===== config.mk =====
export PLATFORM = sky130hd
export DESIGN_NAME = oam_dma
export DESIGN_NICKNAME = d
export VERILOG_FILES = /design/src/rtl/oam_dma.sv
export SDC_FILE = /design/constraint.sdc
export NUM_CORES = 1
export LEC_CHECK = 0
export ABC_AREA = 1
export BUFFER_PORTS_ARGS = -buffer_cell sky130_fd_sc_hd__buf_4
export CAP_MARGIN = 15
export CORE_ASPECT_RATIO = 1.1
export CORE_MARGIN = 3
export CORE_UTILIZATION = 43
export CTS_CLUSTER_SIZE = 24
export DETAILED_ROUTE_END_ITERATION = 10
export PLACE_DENSITY = 0.73
export SLEW_MARGIN = 20
export SYNTH_ARGS = -nofsm -noshare
export SYNTH_HDL_FRONTEND = slang
export SYNTH_SLANG_ARGS = --single-unit
export TNS_END_PERCENT = 30

===== constraint.sdc =====
create_clock -name clk -period 1.6 [get_ports clk]
set_clock_uncertainty 0.1 [all_clocks]
set_input_delay 0.32 -clock clk [delete_from_list [all_inputs] [get_ports clk]]
set_output_delay 0.32 -clock clk [all_outputs]
set_load 0.1 [all_outputs]

===== src/rtl/oam_dma.sv =====
// OAM DMA controller: transparent CPU<->iram pass-through while idle. A write to
// REG_ADDR takes the bus and copies LEN bytes from {page,8'h00} to DEST_BASE.
module oam_dma #(
   parameter logic [15:0] REG_ADDR  = 16'hFF46,
   parameter logic [15:0] DEST_BASE = 16'hFE00,
   parameter int unsigned LEN       = 160
) (
   input  logic        clk,
   input  logic        rst,
   input  logic [15:0] cpu_adr,
   input  logic        cpu_wr,
   input  logic [7:0]  cpu_wdata,
   output logic [7:0]  cpu_rdata,
   output logic [15:0] mem_adr,
   output logic        mem_wr,
   output logic [7:0]  mem_wdata,
   input  logic [7:0]  mem_rdata,
   output logic        dma_active
);

   typedef enum logic [1:0] {
      IDLE  = 2'd0,
      START = 2'd1,
      READ  = 2'd2,
      WRITE = 2'd3
   } state_t;

   typedef enum logic [1:0] {
      SEL_PASS  = 2'd0,
      SEL_REG   = 2'd1,
      SEL_BLOCK = 2'd2
   } rd_sel_t;

   localparam logic [7:0] LAST_IDX = 8'(LEN - 1);

   state_t     state_q, state_d;
   logic [7:0] src_page_q, src_page_d;
   logic [7:0] idx_q, idx_d;
   logic [7:0] data_q, data_d;
   rd_sel_t    rd_sel_q, rd_sel_d;

   logic reg_hit;
   logic reg_wr;
   logic last_byte;

   assign reg_hit   = (cpu_adr == REG_ADDR);
   assign reg_wr    = cpu_wr && reg_hit;
   assign last_byte = (idx_q == LAST_IDX);

   always_ff @(posedge clk or negedge rst) begin
      if (!rst) begin
         state_q    <= IDLE;
         src_page_q <= 8'h00;
         idx_q      <= 8'h00;
         data_q     <= 8'h00;
         rd_sel_q   <= SEL_PASS;
      end else begin
         state_q    <= state_d;
         src_page_q <= src_page_d;
         idx_q      <= idx_d;
         data_q     <= data_d;
         rd_sel_q   <= rd_sel_d;
      end
   end

   // A register write restarts the copy from any state, overriding completion.
   always_comb begin
      state_d = state_q;
      case (state_q)
         IDLE:    state_d = IDLE;
         START:   state_d = READ;
         READ:    state_d = WRITE;
         WRITE:   state_d = last_byte ? IDLE : READ;
         default: state_d = IDLE;
      endcase
      if (reg_wr) begin
         state_d = START;
      end
   end

   always_comb begin
      src_page_d = src_page_q;
      idx_d      = idx_q;
      data_d     = data_q;
      if (state_q == WRITE) begin
         data_d = mem_rdata;
         if (!last_byte) begin
            idx_d = idx_q + 8'd1;
         end
      end
      if (reg_wr) begin
         src_page_d = cpu_wdata;
         idx_d      = 8'h00;
      end
   end

   // Read-return select is registered so it lines up with the iram's 1-cycle latency.
   always_comb begin
      if (reg_hit) begin
         rd_sel_d = SEL_REG;
      end else if (state_q != IDLE) begin
         rd_sel_d = SEL_BLOCK;
      end else begin
         rd_sel_d = SEL_PASS;
      end
   end

   always_comb begin
      case (rd_sel_q)
         SEL_REG:   cpu_rdata = src_page_q;
         SEL_BLOCK: cpu_rdata = 8'hFF;
         default:   cpu_rdata = mem_rdata;
      endcase
   end

   // The byte addressed in READ comes back during WRITE and is forwarded straight out.
   always_comb begin
      mem_adr    = cpu_adr;
      mem_wdata  = cpu_wdata;
      mem_wr     = 1'b0;
      dma_active = 1'b1;
      case (state_q)
         IDLE: begin
            mem_wr     = cpu_wr && !reg_hit;
            dma_active = 1'b0;
         end
         START: begin
            mem_adr = cpu_adr;
         end
         READ: begin
            mem_adr = {src_page_q, idx_q};
         end
         WRITE: begin
            mem_adr   = DEST_BASE + {8'h00, idx_q};
            mem_wdata = mem_rdata;
            mem_wr    = 1'b1;
         end
         default: begin
            dma_active = 1'b0;
         end
      endcase
   end

endmodule


==> results of run 1 <==
[what timing repair did]
action | in CTS
hold buffers | 1
cloned | 2
setup endpoints to repair | 43
hold endpoints to repair | 20
buffers inserted | 6
resized for setup | 127
pin swaps | 12
[stage by stage]
step	cell area, um^2	cells
detailed placement	2729	380
CTS	3396	393
floorplan	1993	245
global placement	2729	380
[kinds of logic after synthesis]
kind of cell / after synthesis
flops: 20
simple gates: 120
buf+inv: 49
compound gates: 49
fa+ha+maj: 7
[Yosys cell counts]
| cell | number | share of area, % |
|---|---|---|
| nor3_1 | 1 | 0.30 |
| inv_1 | 36 | 8.2 |
| nand2_4 | 1 | 0.69 |
| buf_6 | 1 | 0.69 |
| dfrtp_1 | 20 | 30 |
| nor2_1 | 15 | 3.4 |
| nand4_1 | 2 | 0.76 |
| nand3_4 | 2 | 2.1 |
| o21ai_2 | 8 | 4.3 |
| a22o_1 | 1 | 0.53 |
| nand3_1 | 20 | 6.1 |
| a21oi_1 | 11 | 3.4 |
| o21ai_1 | 2 | 0.61 |
| nand2_2 | 4 | 1.5 |
| inv_2 | 3 | 0.69 |
| nor2_4 | 4 | 2.7 |
| buf_2 | 6 | 1.8 |
| ha_1 | 7 | 5.3 |
| nor2_2 | 4 | 1.5 |
| o21ai_0 | 26 | 7.9 |
| nand4_2 | 1 | 0.76 |
| nand2_1 | 66 | 15 |
| clkbuf_1 | 3 | 0.69 |
| a31oi_1 | 1 | 0.38 |
==> results.md, run 1 <==
* Total number of placement rows at 22
* Stage at which the run stopped: global routing (5_1_grt)
* Error text reported by the tool: [ERROR DPL-0038] Utilization greater than 100%, impossible to legalize
* Number of synthesized register bits at 20
* Post-synthesis compound-gate area fraction at 17.06%
* HPWL after detailed placement at 3900 um
* Pin count of the biggest net entering global routing at 21
* Htree depth at 1
* # IOs at 69
* Number of buffers inserted during clock tree synthesis at 3
* Post-placement setup slack at -292.8 ps
* Routability cong. at 0.7781
* Number of nets in the synthesized netlist at 287
* Post-Synth Simple-Gate Area at 35.03%
* Die span in x at 64.94 um
* Kind of the worst endpoint: primary output
* Share of synthesized cell area in full adder, half adder and majority cells at 5.331%
* Average instance area after synthesis at 6.705 um^2
* Distinct cell type count of the synthesized netlist at 24
* Multiplexer fraction of the synthesized cell area at 0%
* Combinational family with the most area after synthesis: simple AND/OR/NAND/NOR gates
* Port Buffer Count at 68
* Final worst endpoint reported by repair_timing after global routing: mem_adr[13]
* Number of buffers between clock root and the deepest sink at 2
* Cell chosen for the clock root: clkbuf_4
* Die outline height at 70.83 um
* Result of the run: did not finish
* Xor and xnor area share after synthesis at 0%
* Area of the mapped netlist at 1643 um^2
* Warnings, synthesis at 0
* Synthesized instance count at 245
* Sequential cell area fraction in the yosys report at 30.46%
* Number of clock sinks seen by CTS at 20
* Initial core utilization at 46.99%
==> run 2, diff against run 1 <==
--- a/config.mk
+++ b/config.mk
@@ -8,12 +8,10 @@
 export ABC_AREA = 1
 export BUFFER_PORTS_ARGS = -buffer_cell sky130_fd_sc_hd__buf_4
 export CAP_MARGIN = 15
-export CORE_ASPECT_RATIO = 1.1
 export CORE_MARGIN = 3
-export CORE_UTILIZATION = 43
-export CTS_CLUSTER_SIZE = 24
+export CORE_UTILIZATION = 30
 export DETAILED_ROUTE_END_ITERATION = 10
-export PLACE_DENSITY = 0.73
+export PLACE_DENSITY_LB_ADDON = 0.15
 export SLEW_MARGIN = 20
 export SYNTH_ARGS = -nofsm -noshare
 export SYNTH_HDL_FRONTEND = slang
==> constraint.sdc (replaced) <==
create_clock -name clk -period 2.1 [get_ports clk]
set_clock_uncertainty 0.1 [all_clocks]
set_input_delay 0.42 -clock clk [delete_from_list [all_inputs] [get_ports clk]]
set_output_delay 0.42 -clock clk [all_outputs]
set_load 0.1 [all_outputs]
==> results.md, run 2 <==
* Htree depth at 1 (unchanged)
* Result of the run: finished, violations left
* Headroom to the max-slew limit at 72.19%
* Port Buffer Count at 68 (unchanged)
* Number of nets in the synthesized netlist at 287 (unchanged)
* Area of the core region at 5205 um^2
* Residual overflow from global routing at 0
* Number of clock sinks seen by CTS at 20 (unchanged)
* Most common cell after layout, fill and taps aside: nand2_1
* Number of buffers inserted during clock tree synthesis at 3 (unchanged)
* Area of the mapped netlist at 1643 um^2 (unchanged)
* Distinct cell type count of the synthesized netlist at 24 (unchanged)
* Antenna violations before repair at 0
* # IOs at 69 (unchanged)
* Post-route worst setup slack at -97.70 ps
* Antenna Nets Post-Route at 0
* Storage element area at 500.5 um^2
* Routability cong. at 0.7960 (+2.3%)
* Leading cell types by total area after synthesis: dfrtp_1, nand2_1, inv_1, o21ai_0, nand3_1
* Hold Slack at 346.8 ps
* Sequential cell area fraction in the yosys report at 30.46% (unchanged)
* Start point of the worst min-delay path: cpu_wdata[5]
* Type of the worst setup path: flop to output pin
* Most used cells in the layout excluding fill and tap cells: nand2_1, buf_4, inv_1
* Synthesized instance count at 245 (unchanged)
* Number of fill cells at 460
* Stage delay of the slowest cell on the critical path at 390 ps
* Average instance area after synthesis at 6.705 um^2 (unchanged)
* Final standard cell count with taps included and fillers excluded at 400
* Largest area contributor in the netlist: dfrtp_1
* Post-route DRC at 0
* Share of Yosys cell area claimed by the top area cell type at 30.46% (unchanged)
* Total number of placement rows at 26 (+18%)
* Insertion delay to the later sink of the worst-skew pair at 250 ps
* Post-route clock period utilization at 104.7%
* Required time of the critical path at 1580 ps
* Reg-to-reg critical path startpoint: state_q[0]
* Count leader, synth: nand2_1
* Die Footprint at 6400 um^2
* Fraction of registers with async set or reset after synthesis at 100.0% (unchanged)
* Warnings, synthesis at 0 (unchanged)
* Pin count of the biggest net entering global routing at 22
* Tightest Hold Check Type: primary input to flop
* Mean number of vias per cell at 4.665
* Max Slew Vio Count at 0
* Via count of the first global-routing pass at 1,843
* Initial drt markers at 26
* Total via count after detailed routing at 1,866
* Number of enable flip-flop cells after synthesis at 0 (unchanged)
* Failing checks: setup timing
* Post-route cell area at 3098 um^2
* Final Net Count at 374
* Dpl cells at 382 (+0.53%)
* Clock slew at reported path FFs at 70 ps
* Clock period minus worst slack at 2198 ps
* Worst setup path startpoint: state_q[0]
* Area after DPL at 2519 um^2 (-7.7%)
* Total area of multi-input combinational cells at 1255 um^2
* Antenna diode count at 0
* Total wirelength of the detailed-routed design at 5127 um
* CP Capture Type: output pin
* Post-synth top cells: nand2_1, inv_1, o21ai_0
* First-pass iteration count of the detailed router at 4
* Final hold violation count at 0
* Worst slew pin tran at 416.0 ps
* Critical-path maximum fanout at 8
* Initial core utilization at 31.56% (-15 points)
* Die outline height at 80 um (+13%)
* Arrival time of data at the critical path endpoint at 1680 ps
* HPWL after detailed placement at 3903 um (about the same)
* Cell Chain, Critical Path: buf_6 -> ha_4 -> nor2_4 -> buf_12 -> buf_12 -> buf_6 -> o21ai_4 -> buf_12
* Post-detailed-route wirelength per cell at 12.82 um
* Achievable frequency at 455.0 MHz
* Final number of setup-violating endpoints at 19
* Setup crit start kind: flop
* Max-capacitance violation count at 0
* Wire length of the first global-routing pass at 8411 um
* Critical-path top delay cell: dfrtp_1
* Overall routing resource usage at 16.41%
* Ratio of cells with drive above 1 in the final layout at 51.82%
* Number of synthesized register bits at 20 (unchanged)
* Most common flop cell mapped by yosys: dfrtp_1
* Number of buffers between clock root and the deepest sink at 2 (unchanged)
* P&R area growth vs syn at 88.58%
* Die span in x at 80 um (+23%)
* Setup repair after global routing missed its margin: yes
* Cell chosen for the clock root: clkbuf_8
* TritonCTS clock tree: built
* Regs by FF count: idx_q (8), src_page_q (8)
* Cell seen most often among critical-path stages: buf_12
## run 2: cell counts after synthesis
Identical to the previous run, type by type.
## run 2: stage by stage
stage	setup slack [ps]	TNS (ps)	util (%)
after floorplan	-174.3	-2332	-
after global placement	125.2	0	48.39
after detailed placement	87.72	0	48.39
after CTS	-102.0	-751.2	57.50
after global routing	-176.6	-2935	59.52
final	-97.70	-822.2	59.52
## run 2: cell type report
cell class                 count  share of cell area [%]
timing repair buffer          92                   34.13
clock buffer                   3                   1.333
inverter                      39                   5.048
tap                           70                   2.827
multi-input combinational    176                   40.51
sequential                    20                   16.16
## run 2: repair_timing
| action | 4_1_cts | 5_1_grt |
|---|---|---|
| hold endpoints to repair | 20 | 0 |
| setup buffers | 12 | 2 |
| pin swaps | 4 | 1 |
| setup endpoints to repair | 28 | 34 |
| hold buffers | 1 | 0 |
| resized for setup | 85 | 25 |
## run 2: cell families (layout without fill, tap and decap cells)
kind of cell    Yosys count  count (layout)  share of synthesized area (%)
compound gates           49              49                          17.06
fa+ha+maj                 7               7                          5.331
flops                    20              20                          30.46
simple gates            120             120                          35.03
buf+inv                  49             134                          12.11
## run 2: final timing paths
path / endpoint / slack (ps) / depth (start not counted)
hold reg to reg: src_page_q[5] / 420 / 2
min in group asynchronous: src_page_q[5] / 480 / 2
hold / removal: src_page_q[5] / 350 / 3
max in group asynchronous: idx_q[5] / 1210 / 2
setup / recovery: mem_adr[6] / -100 / 8
setup reg to reg: state_q[1] / 620 / 8
## run 2: layer usage
metal  part of all wire (%)  GRT usage (%)
met1                     41          19.63
met2                     53          30.22
met3                    5.1          3.160
met4                   0.74          3.209
met5                      0              0
## run 2: worst max-delay path, delay by kind of cell (launching register included)
kind	cells	cell delay (ps)
buf+inv	5	680
fa+ha+maj	1	160
flops	1	390
compound gates	1	140
simple gates	1	50
Power of run 2 is not shown: default switching activity piles up to over one toggle a cycle in this logic, so the estimate is an artifact.
==> run 3, diff against run 2 <==
--- a/config.mk
+++ b/config.mk
@@ -11,6 +11,7 @@
 export CORE_MARGIN = 3
 export CORE_UTILIZATION = 30
 export DETAILED_ROUTE_END_ITERATION = 10
+export GPL_TIMING_DRIVEN = 0
 export PLACE_DENSITY_LB_ADDON = 0.15
 export SLEW_MARGIN = 20
 export SYNTH_ARGS = -nofsm -noshare
==> results.md, run 3 (synthesized netlist as in run 2, its figures left out) <==
* Cell depth of the worst hold path at 3 (unchanged)
* Number of buffers between clock root and the deepest sink at 2 (unchanged)
* Total wirelength of the detailed-routed design at 5403 um (+5.4%)
* Final standard cell count with taps included and fillers excluded at 401 (+0.25%)
* Post-route clock period utilization at 102.6% (-2.1 points)
* Die span in x at 80 um (unchanged)
* Via count of the first global-routing pass at 1,852 (+0.49%)
* Htree depth at 1 (unchanged)
* Initial core utilization at 31.56% (unchanged)
* Residual overflow from global routing at 0 (unchanged)
* Total number of placement rows at 26 (unchanged)
* Required time of the critical path at 1580 ps (about the same)
* Routability cong. at 0.7765 (-2.4%)
* Start point of the worst min-delay path: cpu_wdata[7]
* Number of fill cells at 446 (-3.0%)
* Max-capacitance violation count at 0 (unchanged)
* Met3 usage in global routing at 2.822% (-0.34 points)
* Overall routing resource usage at 16.93% (+0.52 points)
* Mean number of vias per cell at 4.703 (+0.82%)
* Clock period minus worst slack at 2154 ps (-43.94 ps)
* Initial drt markers at 85 (+230%)
* Area of the core region at 5205 um^2 (unchanged)
* Setup repair after global routing missed its margin: yes
* Max Slew Vio Count at 0 (unchanged)
* Post-route worst setup slack at -53.76 ps (+43.94 ps)
* Worst R2R Path Depth at 8 (unchanged)
* Hold Slack at 370.5 ps (+23.73 ps)
* Ratio of cells with drive above 1 in the final layout at 50.45% (-1.4 points)
* Busiest layer in global routing: met2
* Number of buffers inserted during clock tree synthesis at 3 (unchanged)
* CP Capture Type: output pin
* Met1 Use GR at 19.78% (+0.15 points)
* Worst setup path startpoint: state_q[1]
* TritonCTS clock tree: built
* Total via count after detailed routing at 1,886 (+1.1%)
* Critical-path maximum fanout at 6 (-2)
* Most used cells in the layout excluding fill and tap cells: nand2_1, buf_4, inv_1
* Antenna violations before repair at 0 (unchanged)
* Die Footprint at 6400 um^2 (unchanged)
* Antenna Nets Post-Route at 0 (unchanged)
* Failing checks: setup timing
* Setup Total Neg Slack at -548.7 ps (+273.4 ps)
* Final Net Count at 375 (+0.27%)
* Number of clock sinks seen by CTS at 20 (unchanged)
* Worst slew pin tran at 279.8 ps (-136.2 ps)
* Antenna diode count at 0 (unchanged)
* Post-placement setup slack at -415.7 ps (-503.4 ps)
* Insertion delay to the later sink of the worst-skew pair at 250 ps (about the same)
* Regs by FF count: idx_q (8), src_page_q (8)
* Arrival time of data at the critical path endpoint at 1630 ps (-50 ps)
* Met2 layer usage reported by global route at 32.28% (+2.1 points)
* Headroom to the max-slew limit at 81.50% (+9.3 points)
* Die outline height at 80 um (unchanged)
* HPWL after detailed placement at 3834 um (-1.8%)
* Tightest Hold Check Type: primary input to flop
* Post-route DRC at 0 (unchanged)
* Dpl cells at 383 (+0.26%)
* Result of the run: finished, violations left
* Final hold violation count at 0 (unchanged)
* Setup crit start kind: flop
* Achievable frequency at 464.3 MHz (+2.0%)
* Cell chosen for the clock root: clkbuf_8
* Reg-to-reg critical path startpoint: idx_q[1]
* Most common cell after layout, fill and taps aside: nand2_1
* Clock slew at reported path FFs at 70 ps (about the same)
* Type of the worst setup path: flop to output pin
* # IOs at 69 (unchanged)
* Final number of setup-violating endpoints at 17 (-2)
* Post-detailed-route wirelength per cell at 13.47 um (+5.1%)
* Wire length of the first global-routing pass at 8583 um (+2.0%)
* First-pass iteration count of the detailed router at 4 (unchanged)
* P&R area growth vs syn at 94.90%
* Port Buffer Count at 68 (unchanged)
* Pin count of the biggest net entering global routing at 21 (-4.5%)
-- run 3: cell types whose count changed in the layout (fill, tap and decap cells not counted), moves of 3 or more --
cell | before | now
o21ai_4 | 11 | 16
buf_4 | 43 | 47
buf_6 | 23 | 8
buf_12 | 18 | 26
o21ai_2 | 19 | 14
nand3_4 | 5 | 2
nand3_2 | 4 | 7
nand2_1 | 57 | 62
nand2_2 | 13 | 6
-- run 3: area by class of cell --
cell class / count / area, um^2 / area share [%]
multi-input combinational: 176 / 1277 / 39.90
timing repair buffer: 88 / 1082 / 33.80
sequential: 20 / 501.7 / 15.67
inverter: 39 / 153.9 / 4.807
tap: 70 / 87.58 / 2.735
buffer: 5 / 57.56 / 1.798
clock buffer: 3 / 41.29 / 1.290
-- run 3: repair_timing --
item	CTS	global route
setup endpoints to repair	33	33
cloned	1	0
hold buffers	1	0
resized for setup	88	45
pin swaps	6	12
endpoints found under the hold margin	20	0
setup buffers	16	2
-- run 3: worst paths after layout --
| kind | end | slack, ps |
|---|---|---|
| max | mem_adr[0] | -50 |
| max reg2reg | state_q[1] | 590 |
| min in group asynchronous | src_page_q[2] | 500 |
| max in group asynchronous | state_q[1] | 1180 |
| min reg2reg | src_page_q[5] | 420 |
| min | src_page_q[7] | 370 |
-- run 3: stage by stage --
stage | util, % | cell area, um^2
after floorplan | - | 1898
after global routing | 61.51 | 3202
after CTS | 58.46 | 3043
final | 61.51 | 3202
after detailed placement | 47.96 | 2496
after global placement | 47.96 | 2496
-- run 3: worst max-delay path: stages (launching register included) --
cell	delay, ps
dfrtp_2	460
ha_4	200
nor2_4	210
buf_6	140
buf_6	90
nand2_4	40
o21ai_4	60
buf_12	190
-- run 3: per-layer routing --
layer | up-vias | wire length, um
met2 | 52 | 2938
met3 | 4 | 279
met4 | 0 | 40
met5 | - | 0
li1 | 946 | -
met1 | 884 | 2145
Power of run 3 is left out for the same reason.
